## config.mk

```make
export PLATFORM = sky130hd
export DESIGN_NAME = fare_payment_flat
export DESIGN_NICKNAME = d
export VERILOG_FILES = /design/src/rtl/fare_pkg.sv /design/src/rtl/fare_payment_if.sv /design/src/rtl/fare_payment_bin2bcd_seq.sv /design/src/rtl/fare_payment.sv /design/src/flat_wrapper.sv
export SDC_FILE = /design/constraint.sdc
export NUM_CORES = 1
export LEC_CHECK = 0
export CAP_MARGIN = 20
export CELL_PAD_IN_SITES_DETAIL_PLACEMENT = 1
export CELL_PAD_IN_SITES_GLOBAL_PLACEMENT = 1
export CORE_MARGIN = 5
export CORE_UTILIZATION = 43
export CTS_BUF_LIST = sky130_fd_sc_hd__clkbuf_4 sky130_fd_sc_hd__clkbuf_8
export DETAILED_ROUTE_END_ITERATION = 6
export PLACE_DENSITY = 0.92
export SKIP_CTS_REPAIR_TIMING = 1
export SYNTH_ARGS = -nofsm -noshare
export SYNTH_HDL_FRONTEND = slang
export SYNTH_HIERARCHICAL = 1
export SYNTH_SLANG_ARGS = --single-unit
```

## constraint.sdc

```tcl
create_clock -name clk -period 6.3 [get_ports clk]
set_clock_uncertainty 0.2 [all_clocks]
set_input_delay 1.89 -clock clk [delete_from_list [all_inputs] [get_ports clk]]
set_output_delay 1.89 -clock clk [all_outputs]
set_load 0.01 [all_outputs]
```

## src/rtl/fare_pkg.sv

```systemverilog
// rtl/fare_pkg.sv - shared types, coin table and BCD constants for the fare block
package fare_pkg;

  typedef enum logic [1:0] {
    ST_IDLE,
    ST_COLLECT,
    ST_CHANGE,
    ST_DONE
  } fare_state_t;

  localparam logic [2:0] COIN_Y1   = 3'd0;
  localparam logic [2:0] COIN_Y5   = 3'd1;
  localparam logic [2:0] COIN_Y10  = 3'd2;
  localparam logic [2:0] COIN_Y20  = 3'd3;
  localparam logic [2:0] COIN_Y50  = 3'd4;
  localparam logic [2:0] COIN_Y100 = 3'd5;

  localparam int BCD_SAT = 999;

  function automatic logic [6:0] coin_value(input logic [2:0] code);
    case (code)
      COIN_Y1:   return 7'd1;
      COIN_Y5:   return 7'd5;
      COIN_Y10:  return 7'd10;
      COIN_Y20:  return 7'd20;
      COIN_Y50:  return 7'd50;
      COIN_Y100: return 7'd100;
      default:   return 7'd0;
    endcase
  endfunction

  function automatic logic coin_ok(input logic [2:0] code);
    return code <= COIN_Y100;
  endfunction

endpackage

```

## src/rtl/fare_payment_if.sv

```systemverilog
// rtl/fare_payment_if.sv - passenger/operator signal bundle of the fare block
interface fare_payment_if #(parameter int PRICE_W = 10);

  logic               finish;
  logic [PRICE_W-1:0] price;
  logic               coin_valid;
  logic [2:0]         coin_code;
  logic               cancel;
  logic               ack;
  logic [PRICE_W-1:0] due;
  logic [11:0]        due_bcd;
  logic               bcd_valid;
  logic [PRICE_W:0]   paid;
  logic [PRICE_W-1:0] change;
  logic               change_valid;
  logic               refund;
  logic               coin_reject;
  logic               busy;
  logic               done;

  modport slave (
    input  finish, price, coin_valid, coin_code, cancel, ack,
    output due, due_bcd, bcd_valid, paid, change, change_valid,
           refund, coin_reject, busy, done
  );

  modport master (
    output finish, price, coin_valid, coin_code, cancel, ack,
    input  due, due_bcd, bcd_valid, paid, change, change_valid,
           refund, coin_reject, busy, done
  );

endinterface

```

## src/rtl/fare_payment_bin2bcd_seq.sv

```systemverilog
// rtl/fare_payment_bin2bcd_seq.sv - iterative shift-add-3 binary to 3-digit BCD
module bin2bcd_seq #(
  parameter int W = 10
) (
  input  logic         clk,
  input  logic         reset,
  input  logic         start,
  input  logic [W-1:0] bin,
  output logic         busy,
  output logic         valid,
  output logic [11:0]  bcd
);

  localparam int CW = $clog2(W + 1);

  logic [W-1:0]    work_bin;
  logic [11:0]     work_bcd;
  logic [11:0]     adj_bcd;
  logic [11:0]     bcd_r;
  logic [11+W:0]   step_next;
  logic [CW-1:0]   cnt;
  logic            busy_r;
  logic            valid_r;

  always_comb begin
    adj_bcd = work_bcd;
    for (int i = 0; i < 3; i++) begin
      if (work_bcd[4*i +: 4] >= 4'd5) adj_bcd[4*i +: 4] = work_bcd[4*i +: 4] + 4'd3;
    end
  end

  // Input is saturated to 999 upstream, so the top bit shifted out is always zero.
  assign step_next = {adj_bcd, work_bin} << 1;

  always_ff @(posedge clk) begin
    if (reset) begin
      work_bin <= '0;
      work_bcd <= '0;
      cnt      <= '0;
      busy_r   <= 1'b0;
      valid_r  <= 1'b1;
      bcd_r    <= '0;
    end else if (start) begin
      work_bin <= bin;
      work_bcd <= '0;
      cnt      <= CW'(W);
      busy_r   <= 1'b1;
      valid_r  <= 1'b0;
    end else if (busy_r) begin
      work_bcd <= step_next[11+W:W];
      work_bin <= step_next[W-1:0];
      cnt      <= cnt - CW'(1);
      if (cnt == CW'(1)) begin
        busy_r  <= 1'b0;
        valid_r <= 1'b1;
        bcd_r   <= step_next[11+W:W];
      end
    end
  end

  assign busy  = busy_r;
  assign valid = valid_r;
  assign bcd   = bcd_r;

endmodule

```

## src/rtl/fare_payment.sv

```systemverilog
// rtl/fare_payment.sv - taxi fare collection: coin accumulation, change/refund, BCD due display
module fare_payment
  import fare_pkg::*;
#(
  parameter int PRICE_W = 10
) (
  input  logic          clk,
  input  logic          reset,
  fare_payment_if.slave bus
);

  localparam int PW1 = PRICE_W + 1;

  fare_state_t        state, state_next;
  logic [PRICE_W-1:0] fare_r, change_r;
  logic [PW1-1:0]     paid_r, fare_ext, paid_sum, paid_after, settle_diff, due_diff;
  logic               refund_r, change_valid_r, coin_reject_r, coin_accept;

  assign fare_ext    = {1'b0, fare_r};
  assign coin_accept = bus.coin_valid && coin_ok(bus.coin_code);
  assign paid_sum    = paid_r + PW1'(coin_value(bus.coin_code));
  assign paid_after  = coin_accept ? paid_sum : paid_r;
  assign settle_diff = paid_r - fare_ext;
  assign due_diff    = fare_ext - paid_r;

  always_ff @(posedge clk) begin
    if (reset) state <= ST_IDLE;
    else       state <= state_next;
  end

  always_comb begin
    state_next = state;
    case (state)
      ST_IDLE:    if (bus.finish) state_next = ST_COLLECT;
      ST_COLLECT: begin
        // A zero fare satisfies paid_after >= fare_ext at once.
        if (bus.cancel)                  state_next = ST_DONE;
        else if (paid_after >= fare_ext) state_next = ST_CHANGE;
      end
      ST_CHANGE:  state_next = ST_DONE;
      ST_DONE:    if (bus.ack) state_next = ST_IDLE;
      default:    state_next = ST_IDLE;
    endcase
  end

  always_ff @(posedge clk) begin
    if (reset) begin
      fare_r         <= '0;
      paid_r         <= '0;
      change_r       <= '0;
      refund_r       <= 1'b0;
      change_valid_r <= 1'b0;
      coin_reject_r  <= 1'b0;
    end else begin
      change_valid_r <= 1'b0;
      coin_reject_r  <= 1'b0;
      case (state)
        ST_IDLE: begin
          coin_reject_r <= bus.coin_valid;
          if (bus.finish) begin
            fare_r   <= bus.price;
            paid_r   <= '0;
            change_r <= '0;
            refund_r <= 1'b0;
          end
        end
        ST_COLLECT: begin
          if (bus.cancel) begin
            // paid < fare while collecting, so it fits the change width.
            change_r       <= paid_r[PRICE_W-1:0];
            refund_r       <= 1'b1;
            change_valid_r <= 1'b1;
            coin_reject_r  <= bus.coin_valid;
          end else if (bus.coin_valid) begin
            if (coin_accept) paid_r <= paid_sum;
            else             coin_reject_r <= 1'b1;
          end
        end
        ST_CHANGE: begin
          change_r       <= settle_diff[PRICE_W-1:0];
          change_valid_r <= 1'b1;
          coin_reject_r  <= bus.coin_valid;
        end
        default: coin_reject_r <= bus.coin_valid;
      endcase
    end
  end

  logic [PRICE_W-1:0] due_w, due_q, due_sat;
  logic               due_changed, conv_busy, conv_valid;
  logic [11:0]        conv_bcd;

  assign due_w = (state != ST_IDLE && paid_r < fare_ext) ? due_diff[PRICE_W-1:0] : '0;

  always_ff @(posedge clk) begin
    if (reset) due_q <= '0;
    else       due_q <= due_w;
  end

  assign due_changed = (due_w != due_q);
  assign due_sat     = (due_w > PRICE_W'(BCD_SAT)) ? PRICE_W'(BCD_SAT) : due_w;

  bin2bcd_seq #(.W(PRICE_W)) u_bcd (
    .clk   (clk),
    .reset (reset),
    .start (due_changed),
    .bin   (due_sat),
    .busy  (conv_busy),
    .valid (conv_valid),
    .bcd   (conv_bcd)
  );

  assign bus.due          = due_w;
  assign bus.due_bcd      = conv_bcd;
  assign bus.bcd_valid    = conv_valid && !conv_busy && !due_changed;
  assign bus.paid         = paid_r;
  assign bus.change       = change_r;
  assign bus.change_valid = change_valid_r;
  assign bus.refund       = refund_r;
  assign bus.coin_reject  = coin_reject_r;
  assign bus.busy         = (state == ST_COLLECT) || (state == ST_CHANGE);
  assign bus.done         = (state == ST_DONE);

endmodule

```

## src/flat_wrapper.sv

```systemverilog
// flat-port wrapper written by rule: the top's interface ports become plain ports
module fare_payment_flat import fare_pkg::*;
#(
  parameter int PRICE_W = 10
)
  (clk, reset, bus_finish, bus_price, bus_coin_valid, bus_coin_code, bus_cancel, bus_ack, bus_due, bus_due_bcd, bus_bcd_valid, bus_paid, bus_change, bus_change_valid, bus_refund, bus_coin_reject, bus_busy, bus_done);
  fare_payment_if #(.PRICE_W(PRICE_W)) bus_i ();
  input  logic clk;
  input  logic reset;
  input wire logic [$bits(bus_i.finish)-1:0] bus_finish;
  input wire logic [$bits(bus_i.price)-1:0] bus_price;
  input wire logic [$bits(bus_i.coin_valid)-1:0] bus_coin_valid;
  input wire logic [$bits(bus_i.coin_code)-1:0] bus_coin_code;
  input wire logic [$bits(bus_i.cancel)-1:0] bus_cancel;
  input wire logic [$bits(bus_i.ack)-1:0] bus_ack;
  output wire logic [$bits(bus_i.due)-1:0] bus_due;
  output wire logic [$bits(bus_i.due_bcd)-1:0] bus_due_bcd;
  output wire logic [$bits(bus_i.bcd_valid)-1:0] bus_bcd_valid;
  output wire logic [$bits(bus_i.paid)-1:0] bus_paid;
  output wire logic [$bits(bus_i.change)-1:0] bus_change;
  output wire logic [$bits(bus_i.change_valid)-1:0] bus_change_valid;
  output wire logic [$bits(bus_i.refund)-1:0] bus_refund;
  output wire logic [$bits(bus_i.coin_reject)-1:0] bus_coin_reject;
  output wire logic [$bits(bus_i.busy)-1:0] bus_busy;
  output wire logic [$bits(bus_i.done)-1:0] bus_done;
  assign bus_i.finish = bus_finish;
  assign bus_i.price = bus_price;
  assign bus_i.coin_valid = bus_coin_valid;
  assign bus_i.coin_code = bus_coin_code;
  assign bus_i.cancel = bus_cancel;
  assign bus_i.ack = bus_ack;
  assign bus_due = bus_i.due;
  assign bus_due_bcd = bus_i.due_bcd;
  assign bus_bcd_valid = bus_i.bcd_valid;
  assign bus_paid = bus_i.paid;
  assign bus_change = bus_i.change;
  assign bus_change_valid = bus_i.change_valid;
  assign bus_refund = bus_i.refund;
  assign bus_coin_reject = bus_i.coin_reject;
  assign bus_busy = bus_i.busy;
  assign bus_done = bus_i.done;
  fare_payment #(.PRICE_W(PRICE_W)) u_core (.clk(clk), .reset(reset), .bus(bus_i));
endmodule
```

==> out/metrics.cfg <==
[clock_tree]
clkTransAtPathRegs_ns=0.09
htree_levels=3
numCtsBuffers=9
cts_tree=built
clockRootBuffer=clkbuf_8
insertion_delay_ns=0.38
cts_sinks=86
clk_path_buf_depth=2

[critical_path]
critPathKind=flip-flop to output port
endpoint_kind=output port
cp_top_family=compound AO/OA/AOI/OAI gates
crit_required_ns=4.21
start_kind=flip-flop
cp_slowest_stage_delay_ns=0.58
crit_path_top_delay_cell=clkdlybuf4s50_1
cp_cell_sequence=inv_1, ha_1, a21o_1, a2111o_1, or2_0, buf_4, o32ai_1, o2111ai_1, nor4_2, clkdlybuf4s50_1
worstPathMaxFanout=23
crit_buf_inv=3
arrival_ns=4.02

[die]
core_area_mm2=0.0131
ios=68
dieArea_mm2=0.0156
die_y_um=125
start_util=0.432
rows=42
die_w_um=125

[global_routing]
grt_max_degree=43
grt_overflow=0
grt_pass1_wl_mm=29.5
antenna_found_initial=0
grt_pass1_vias=5857
grt_use_total=0.227

[timing]
drv_slew=0
fin_crit_sh=0.969
setup_tns_ns=0
maxSlewHeadroom=0.387
hold_viol_final=0
fin_crit_ns=6.11
setup_viol=0
fmax_mhz=164
tightest_slew_ns=0.919

[yosys]
synth-edff-count=0
yosysSeqAreaShare=0.304
syn_area_mm2=0.00566
async_reset_ff_frac=0
synthCells=728
avgSynthCellArea_um2=7.77
synth_nets=799
synth_cell_types=72
synth_warnings=6
synth_top_flop_cell=dfxtp_1
synth.ff_latch_count=86

[pwr]
clkPwrFrac=0.148
powerDensity_mw_per_mm2=375
leakagePower_nw=2.47
internal-power_mw=1.27
comb_power_share=0.573
netSwitchingPower_mw=1.21
power_switching_share=0.487
sequentialPowerShare=0.279
ir_drop_uv=215

[routing]
vias=5517
drc=1
ant_nets=0
wl_per_cell_um=18.5
drt_wl_total_mm=17.7
viasPerCell=5.78
dr.pass1.iters=7
drt_iter0_drc=387

[finish]
num-fill-cells=1625
post-route-util=0.505
insertedDiodeCount=0
syn2layout_area_growth_pct=16.8
drive_gt1_frac=0.0449
nNetsFinal=846

[run_status]
violations=DRC
status=finished, violations left

[hold_path]
worstHoldPathType=flip-flop to flip-flop

[place]
dp_hpwl_mm=13.4
port_buffers=67
gp_congestion=0.881

[flow_run]
drv_cap=0

==> worst min-delay path, cell delays in order (launching register included) <==
cell and delay [ns]:
dfxtp_1 0.32, nand2_1 0.05, a21oi_1 0.05
==> cells in the mapped netlist (4+ instances only) <==
cell type,instances,share of area
a21o_1,5,0.0066
a21oi_1,64,0.057
or3_1,7,0.0077
and3_1,4,0.0044
nand2b_1,15,0.017
and2_1,5,0.0055
a211oi_1,12,0.016
o21a_1,5,0.0066
clkbuf_1,20,0.013
a22oi_1,9,0.012
nor4_1,6,0.0066
inv_1,47,0.031
nand3_1,14,0.012
nand2_1,69,0.046
ha_1,49,0.11
or2_1,5,0.0055
mux2i_1,12,0.021
nand4_1,4,0.0044
dfxtp_1,86,0.30
xnor2_1,16,0.025
o21ai_0,38,0.034
o21bai_1,6,0.0080
nor3_1,28,0.025
a31oi_1,5,0.0055
nor2b_1,5,0.0055
nor2_1,93,0.062
a32o_1,4,0.0071
xor2_1,10,0.015
buf_2,10,0.0088
==> power groups by stage <==
stage	clock network [mW]	logic [mW]	registers, mW
5_1_grt	0.404	1.55	0.704
2_1_floorplan	0	1.00	0.682
6_report	0.367	1.42	0.692
3_5_place_dp	0	1.37	0.704
3_3_place_gp	0	1.30	0.695
4_1_cts	0.377	1.39	0.691
==> state kept, by name, summed over array words and instances (netlist names) <==
register and count:
u_core/bus.paid 11, u_core/bus.change_valid 1, u_core/bus.refund 1, u_core/due_q 10, u_core/u_bcd/work_bcd 12, u_core/fare_r 10
u_core/u_bcd/busy 1, u_core/u_bcd/work_bin 10, u_core/state 2, u_core/bus.change 10, u_core/u_bcd/bcd 12, u_core/u_bcd/cnt 4
u_core/bus.coin_reject 1, u_core/u_bcd/valid 1
==> worst paths after layout <==
path	start	end	slack, ns	cells after the start
worst min register to register	u_core/bus.change[0]$_SDFFE_PP0P_	u_core/bus.change[0]$_SDFFE_PP0P_	0.27	2
worst max register to register	u_core/bus.paid[8]$_SDFFE_PP0P_	u_core/u_bcd/bcd[2]$_SDFFE_PP0P_	1.34	12
worst min-delay path	u_core/bus.change[0]$_SDFFE_PP0P_	u_core/bus.change[0]$_SDFFE_PP0P_	0.27	2
worst max-delay path	u_core/bus.paid[8]$_SDFFE_PP0P_	bus_bcd_valid	0.19	10
==> kinds of logic after synthesis <==
kind of cell | after synthesis | share of synthesized area
simple gates | 267 | 0.221
xor+xnor | 27 | 0.0442
fa+ha+maj | 52 | 0.119
flops | 86 | 0.304
mux | 12 | 0.0212
buf+inv | 84 | 0.0608
compound gates | 200 | 0.230
==> per-layer routing <==
layer | track usage | wire (um) | vias to the layer above | part of all wire
met2 | 0.399 | 8830 | 131 | 0.50
li1 | - | - | 2658 | -
met3 | 0.0395 | 736 | 20 | 0.042
met4 | 0.0703 | 262 | 0 | 0.015
met1 | 0.282 | 7860 | 2708 | 0.44
met5 | 0 | 0 | - | 0
==> cells in the final DEF (no fill, tap or decap), types with 4 or more instances in the layout <==
cell | netlist | layout
or2_1 | 5 | 5
clkbuf_8 | 0 | 9
nor2b_1 | 5 | 5
mux2i_1 | 12 | 12
clkdlybuf4s50_1 | 0 | 66
inv_1 | 47 | 47
a21o_1 | 5 | 5
o21bai_1 | 6 | 6
or3_1 | 7 | 7
nand2_1 | 69 | 69
a32o_1 | 4 | 4
dfxtp_1 | 86 | 85
o21a_1 | 5 | 4
buf_4 | 2 | 5
nand4_1 | 4 | 4
a31oi_1 | 5 | 5
xnor2_1 | 16 | 16
nor3_1 | 28 | 28
nand2b_1 | 15 | 15
nor2_1 | 93 | 93
xor2_1 | 10 | 10
nand3_1 | 14 | 14
and3_1 | 4 | 4
a21oi_1 | 64 | 64
a211oi_1 | 12 | 11
nor4_1 | 6 | 4
ha_1 | 49 | 49
a22oi_1 | 9 | 9
and2_1 | 5 | 5
o21ai_0 | 38 | 38
==> through the flow <==
stage | worst slack, ns | hold WS, ns | std cells | cell area (um^2) | power [mW]
2_1_floorplan | 1.10 | 0.236 | 728 | 5660 | 1.69
3_3_place_gp | 0.325 | 0.243 | 940 | 6420 | 2.00
3_5_place_dp | 0.0124 | 0.250 | 940 | 6420 | 2.07
4_1_cts | -0.0714 | 0.271 | 955 | 6590 | 2.46
5_1_grt | -0.0243 | 0.294 | 955 | 6610 | 2.66
6_report | 0.193 | 0.273 | 955 | 6610 | 2.48
==> cell type report <==
class                   instances  area (um^2)  area share
flip-flops and latches         86         1720       0.261
inverters                      48          180      0.0273
repair buffers                 72          703       0.106
multi-input cells             558         3610       0.546
clock buffers                   9          124      0.0187
well taps                     176          220      0.0333
clock inverters                 6         47.5     0.00719
No activity file was read; power rests on OpenSTA's default activity.
